===== config.mk =====
export PLATFORM = sky130hd
export DESIGN_NAME = uop_buf_ctrl
export DESIGN_NICKNAME = d
export VERILOG_FILES = /design/src/rtl/uop_buf_ctrl_pkg.sv /design/src/rtl/uop_buf_ctrl_rr_arb2.sv /design/src/rtl/uop_buf_ctrl.sv
export SDC_FILE = /design/constraint.sdc
export NUM_CORES = 1
export LEC_CHECK = 0
export CORE_MARGIN = 2
export CORE_UTILIZATION = 33
export DETAILED_ROUTE_END_ITERATION = 7
export PLACE_DENSITY = 0.79
export SLEW_MARGIN = 20
export SYNTH_ARGS = -nofsm -noshare
export SYNTH_HDL_FRONTEND = slang
export SYNTH_SLANG_ARGS = --single-unit

===== constraint.sdc =====
create_clock -name clk -period 3.46 [get_ports clk]
set_clock_uncertainty 0.2 [all_clocks]
set_input_delay 0.519 -clock clk [delete_from_list [all_inputs] [get_ports clk]]
set_output_delay 0.519 -clock clk [all_outputs]
set_load 0.005 [all_outputs]

===== src/rtl/uop_buf_ctrl_pkg.sv =====
// Shared sizing constants and the uop entry layout for the uop buffer controller.
package uop_buf_ctrl_pkg;

    localparam int UOP_BUF_SIZE           = 128;
    localparam int MAX_PREDICT_DEPTH      = 3;
    localparam int MAX_PREDICT_DEPTH_BITS = $clog2(MAX_PREDICT_DEPTH);
    localparam int UOP_BUF_ADDR_W         = $clog2(UOP_BUF_SIZE);
    localparam int UOP_BUF_CNT_W          = UOP_BUF_ADDR_W + 1;
    localparam int UOP_BUF_WIDTH          = 64 + 2 * MAX_PREDICT_DEPTH_BITS;

    typedef struct packed {
        logic [31:0]                       instr_1;
        logic [31:0]                       instr_2;
        logic [MAX_PREDICT_DEPTH_BITS-1:0] tag_1;
        logic [MAX_PREDICT_DEPTH_BITS-1:0] tag_2;
    } uop_t;

endpackage


===== src/rtl/uop_buf_ctrl_rr_arb2.sv =====
// Two-way round-robin arbiter for the single RAM port: fetch wins while rr=0,
// fill wins while rr=1, and a contested grant hands priority to the loser.
module rr_arb2 (
    input  logic clk,
    input  logic reset,
    input  logic i_clear,
    input  logic i_req_fetch,
    input  logic i_req_fill,
    output logic o_gnt_fetch,
    output logic o_gnt_fill
);

    logic r_rr;

    // Same-cycle grant; a lone requester always wins.
    always_comb begin
        o_gnt_fetch = i_req_fetch && (!i_req_fill || !r_rr);
        o_gnt_fill  = i_req_fill  && (!i_req_fetch || r_rr);
    end

    // Priority flips only when both sides competed.
    always_ff @(posedge clk) begin
        if (reset || i_clear) begin
            r_rr <= 1'b0;
        end else if (i_req_fetch && i_req_fill) begin
            r_rr <= ~r_rr;
        end
    end

endmodule


===== src/rtl/uop_buf_ctrl.sv =====
// Uop buffer controller: circular head/tail pointers over an external
// single-port RAM, fill/fetch arbitration, and per-tag branch checkpoints
// that let a mispredict squash roll the tail back to just after the branch.
module uop_buf_ctrl #(
    parameter int UOP_BUF_SIZE           = uop_buf_ctrl_pkg::UOP_BUF_SIZE,
    parameter int MAX_PREDICT_DEPTH      = uop_buf_ctrl_pkg::MAX_PREDICT_DEPTH,
    parameter int MAX_PREDICT_DEPTH_BITS = $clog2(MAX_PREDICT_DEPTH),
    parameter int UOP_BUF_WIDTH          = 64 + 2 * MAX_PREDICT_DEPTH_BITS
) (
    input  logic                              clk,
    input  logic                              reset,
    input  logic                              clear,
    input  logic                              fill_req,
    input  logic [UOP_BUF_WIDTH-1:0]          fill_data,
    input  logic                              fill_ckpt,
    input  logic [MAX_PREDICT_DEPTH_BITS-1:0] fill_tag,
    output logic                              fill_ack,
    input  logic                              fetch_req,
    output logic                              fetch_ack,
    output logic [UOP_BUF_WIDTH-1:0]          fetch_data,
    output logic                              fetch_data_valid,
    input  logic                              squash_valid,
    input  logic [MAX_PREDICT_DEPTH_BITS-1:0] squash_tag,
    output logic                              ram_en,
    output logic                              ram_we,
    output logic [$clog2(UOP_BUF_SIZE)-1:0]   ram_addr,
    output logic [UOP_BUF_WIDTH-1:0]          ram_wdata,
    input  logic [UOP_BUF_WIDTH-1:0]          ram_rdata,
    output logic [$clog2(UOP_BUF_SIZE):0]     count,
    output logic                              full,
    output logic                              empty
);

    import uop_buf_ctrl_pkg::*;

    localparam int ADDR_W = $clog2(UOP_BUF_SIZE);
    localparam int CNT_W  = ADDR_W + 1;
    localparam logic [CNT_W-1:0] FULL_CNT = CNT_W'(UOP_BUF_SIZE);

    logic [ADDR_W-1:0]            r_head;
    logic [ADDR_W-1:0]            r_tail;
    logic [CNT_W-1:0]             r_count;
    logic [ADDR_W-1:0]            r_ckpt_ptr [MAX_PREDICT_DEPTH];
    logic [MAX_PREDICT_DEPTH-1:0] r_ckpt_valid;
    logic                         r_fetch_pend;

    logic              w_block;
    logic              w_gnt_fill;
    logic              w_gnt_fetch;
    logic              w_sq_hit;
    logic [ADDR_W-1:0] w_sq_ptr;
    logic [CNT_W-1:0]  w_keep;

    assign full             = (r_count == FULL_CNT);
    assign empty            = (r_count == '0);
    assign count            = r_count;
    assign fetch_data_valid = r_fetch_pend;
    assign fetch_data       = ram_rdata;

    // Reset, clear and squash own the cycle; the RAM port stays idle.
    assign w_block = reset || clear || squash_valid;

    rr_arb2 u_arb (
        .clk         (clk),
        .reset       (reset),
        .i_clear     (clear),
        .i_req_fetch (fetch_req && !empty && !w_block),
        .i_req_fill  (fill_req && !full && !w_block),
        .o_gnt_fetch (w_gnt_fetch),
        .o_gnt_fill  (w_gnt_fill)
    );

    // Drive the RAM port from whichever side won this cycle.
    always_comb begin
        fill_ack  = w_gnt_fill;
        fetch_ack = w_gnt_fetch;
        ram_en    = w_gnt_fill || w_gnt_fetch;
        ram_we    = w_gnt_fill;
        ram_addr  = w_gnt_fill ? r_tail : (w_gnt_fetch ? r_head : '0);
        ram_wdata = w_gnt_fill ? fill_data : '0;
    end

    // Look up the squashed tag; a zero distance with a full buffer means every entry survives.
    always_comb begin
        w_sq_hit = 1'b0;
        w_sq_ptr = '0;
        for (int t = 0; t < MAX_PREDICT_DEPTH; t++) begin
            if (squash_tag == MAX_PREDICT_DEPTH_BITS'(t)) begin
                w_sq_hit = r_ckpt_valid[t];
                w_sq_ptr = r_ckpt_ptr[t];
            end
        end
        w_keep = {1'b0, w_sq_ptr - r_head};
        if (w_keep == '0 && full) begin
            w_keep = FULL_CNT;
        end
    end

    // Pointer, occupancy and checkpoint bookkeeping in priority order.
    always_ff @(posedge clk) begin
        if (reset) begin
            r_head       <= '0;
            r_tail       <= '0;
            r_count      <= '0;
            r_ckpt_valid <= '0;
            r_fetch_pend <= 1'b0;
            for (int t = 0; t < MAX_PREDICT_DEPTH; t++) begin
                r_ckpt_ptr[t] <= '0;
            end
        end else begin
            r_fetch_pend <= w_gnt_fetch;
            if (clear) begin
                r_head       <= '0;
                r_tail       <= '0;
                r_count      <= '0;
                r_ckpt_valid <= '0;
            end else if (squash_valid) begin
                r_ckpt_valid <= '0;
                if (w_sq_hit) begin
                    r_tail  <= w_sq_ptr;
                    r_count <= w_keep;
                end else begin
                    r_head  <= '0;
                    r_tail  <= '0;
                    r_count <= '0;
                end
            end else if (w_gnt_fill) begin
                r_tail  <= r_tail + ADDR_W'(1);
                r_count <= r_count + CNT_W'(1);
                for (int t = 0; t < MAX_PREDICT_DEPTH; t++) begin
                    if (fill_ckpt && fill_tag == MAX_PREDICT_DEPTH_BITS'(t)) begin
                        r_ckpt_ptr[t]   <= r_tail + ADDR_W'(1);
                        r_ckpt_valid[t] <= 1'b1;
                    end
                end
            end else if (w_gnt_fetch) begin
                r_head  <= r_head + ADDR_W'(1);
                r_count <= r_count - CNT_W'(1);
                // Once the branch entry itself leaves, its checkpoint has nothing left to protect.
                for (int t = 0; t < MAX_PREDICT_DEPTH; t++) begin
                    if (r_head == r_ckpt_ptr[t] - ADDR_W'(1)) begin
                        r_ckpt_valid[t] <= 1'b0;
                    end
                end
            end
        end
    end

endmodule


==> metrics <==
CP Data Required Time=2.74 ns; drt first pass iters=6; die area=14600 µm²; actual slew at the worst max-slew pin=a little under 0.7 ns; R2R Setup Slk=about 0.24 ns; first-pass GRT wire length=approximately 22000 µm; Post-Synth XOR/XNOR Area=around 8.4%; fin nets=between 800 and 900; initial antenna violation count=0; startpoint types=flip-flop; H-tree levels=2; Yosys top cell by area=edfxtp_1; relative slew slack=54.7%; CORE AREA=between 10000 and 15000 µm²; upper clock frequency limit=298 MHz; total grt overflow=0; mapped cell area=roughly 4500 µm²; Crit path largest cell delay=0.63 ns; Die Ht=roughly 120 µm; Seq/Total Area, Yosys=about a quarter; crit path max fanout=18; Synth Area in Compound Gates=17.6%; CTS root buf=clkbuf_16; post-synthesis net count=714; Die W=121 µm; Slew Viols, Final=0; Synth Area in Adders=approximately 5.6%; Worst-Skew Late Latency=roughly 0.30 ns; Layout area overhead=38.4%; crit end category=output port; TritonCTS clock tree=done; crit share post-route=approximately 97%; Synth cell types=63; top cells by area, synth=edfxtp_1 (14%), dfxtp_1 (12%), buf_4 (12%); max cap viols=0; PD cells=around 260 nW/µm²; GPL Wtd Cong=approximately 0.91; 1st-iter DRT viols=around 300; Routed Antenna Nets=0; IO Port Bufs=168; Initial Utilization=33.8%; simple-gate share of the synthesized area=23.7%; WP data arrival=~2.6 ns; Ys Warns=0; GR Util met2=34.5%; slowest CP cell=or4_4; CTS Sinks=48; clk slew on worst S/H paths=0.07 ns; min Tclk post-route=around 3.4 ns; Final Non-Filler Cells=830; cells after synthesis=between 500 and 600; clock buffer depth=2; DRC=0; met1 track demand over resource=between 20% and 30%; largest net degree at the start of global routing=58; hpwl dp=between 10000 and 15000 µm; final core utilization=46.8%; Hold-fix buffers, CTS=0; worst-path cell chain=or4_4, o21ai_4, o211ai_4, clkinv_4, buf_12, a22o_1, clkdlybuf4s50_1; unrepaired setup endpoints after global routing=no; met3 Usage GRT=under 10%; largest family of logic cells by synthesized area=simple AND/OR/NAND/NOR gates; synthesized area per cell=8.21 µm²; run status=completed; final setup vio count=0; DR WL/cell=17.9 µm; Hold Fails Final Rpt=0; antenna diode count=0; Post-CTS Setup Bufs=0; CTS buffer count=5; EDFF count, synth=21; vias per cell=around 5.2; vias in the first global route=4048; CP top delay family=buffers and inverters; Buf/Inv on CP=3; GR peak layer=met2; Crit Path Category=flip-flop to output port; Yosys reg bits=48; share of the synthesized area in the top cell type=between 10% and 20%; top_reg_cell synth=dfxtp_1; DR vias=4287; row count=42; gr usage total=around a fifth; DP Worst Slack=-0.0306 ns; I/O pin cnt=roughly 300; VDD IR-drop max=between 0.00015 and 0.0002 V; final WL=~15000 µm; Leak Pwr=roughly 2.3 nW; ys async rst share=0%; Final WS setup=approximately 0.11 ns; mux cell area share after synthesis=between 2 and 2.5%; HP Class=flip-flop to flip-flop; share of layout cells above drive strength 1=approximately 7.3%; Placed Cells=820
## timing repair
item	4_1_cts	5_1_grt
resized for setup	1	6
cloned	0	2
endpoints found under the setup margin	5	75
## logic make-up (layout without fill, tap and decap cells)
kind of cell | after synthesis | after routing
muxes | 9 | 9
and+or+nand+nor | 194 | 194
DFF | 48 | 48
buffers and inverters | 124 | 230
xor gates and xnor gates | 43 | 43
AOI/OAI and AO/OA | 111 | 111
adders and majority gates | 19 | 19
## through the flow
stage / TNS (ns) / total power, W / area (µm²) / hold slack [ns]
global placement: 0 / 0.00102 / 5970 / 0.306
global route: 0 / 0.00165 / 6230 / 0.378
floorplan: 0 / 0.000888 / 4500 / 0.280
CTS: 0 / 0.00159 / 6150 / 0.328
detailed placement: -0.0361 / 0.00103 / 5970 / 0.317
finish: 0 / 0.00160 / 6230 / 0.337
## worst paths after layout
path                 endpoint  cells past startpoint       from
setup / recovery  ram_addr[0]                      7   count[1]
hold / removal      r_tail[2]                      2  r_tail[2]
setup reg to reg     count[6]                     12   count[1]
hold reg to reg     r_tail[2]                      2  r_tail[2]
## cell usage in the layout, fill, tap and decap left out, types with 3 or more instances in the layout
cell             Yosys  final
mux2i_1              9      9
nand4_1              8      8
inv_1               26     26
xor2_1              19     19
o211ai_1             4      4
ha_1                17     17
buf_12               0      3
nor2b_1              7      7
and3_1               5      5
a211oi_1             7      7
a22o_1               6      6
buf_4               69     21
o31a_1               4      4
clkbuf_16            0      7
nand3_1             10     10
clkdlybuf4s50_1      0    168
or3_1                4      4
nor2_1              41     41
nand2_1             16     16
o21ai_0             15     14
xnor2_1             24     24
nor3_1              19     18
dfxtp_1             27     27
a31oi_1              9      9
edfxtp_1            21     21
o2bb2ai_1            4      4
a21oi_1             28     28
and2_1              69     69
## worst register-to-register path, stage by stage (launching register included)
cell	delay, ns
dfxtp_1	0.37
nor4_2	0.40
nand3_1	0.25
o211ai_4	0.20
clkinv_4	0.18
buf_12	0.19
fa_1	0.37
nor2b_1	0.20
o31a_1	0.16
o21ai_0	0.09
nor3b_1	0.15
o31a_1	0.25
a21oi_1	0.15
## Yosys cell counts, drive strengths merged (3+ instances only)
cell type	n
buf	77
and2	70
nor2	41
a21oi	28
dfxtp	27
inv	27
xnor2	24
edfxtp	21
clkbuf	19
nor3	19
xor2	19
ha	17
o21ai	17
nand2	16
nand3	10
a31oi	9
mux2i	9
a211oi	8
nand4	8
nor2b	7
a22o	6
o211ai	6
and3	5
o2bb2ai	4
o31a	4
or3	4
nor4b	3
o31ai	3
## routing by layer
| metal | vias to the layer above | share of wire (%) |
|---|---|---|
| met4 | 0 | 2.6 |
| li1 | 2040 | - |
| met1 | 1991 | 36 |
| met5 | - | 0 |
| met3 | 26 | 9.5 |
| met2 | 230 | 52 |
## sequential cells by signal (all words and copies together) (netlist names)
| register | count |
|---|---|
| count | 8 |
| r_ckpt_valid | 3 |
| r_head | 7 |
| r_ckpt_ptr | 21 |
| fetch_data_valid | 1 |
| r_tail | 7 |
| u_arb.r_rr | 1 |
## cell type report
class	count	area [µm²]
fillers	1253	7070
multi-input cells	376	2610
repair buffers	194	1950
flip-flops and latches	48	1170
well taps	176	220
clock buffers	5	125
inverters	28	110
clock inverters	3	46.3
## power by group
| group | internal (W) | switching (W) | leakage, nW | total [W] |
|---|---|---|---|---|
| logic | 0.000221 | 0.000177 | 1.81 | 0.000398 |
| registers | 0.000606 | 0.0000219 | 0.434 | 0.000628 |
| clock network | 0.000344 | 0.000231 | 0.0804 | 0.000575 |
| total | 0.00117 | 0.000430 | 2.33 | 0.00160 |
Power figures use the tool's default switching activity.
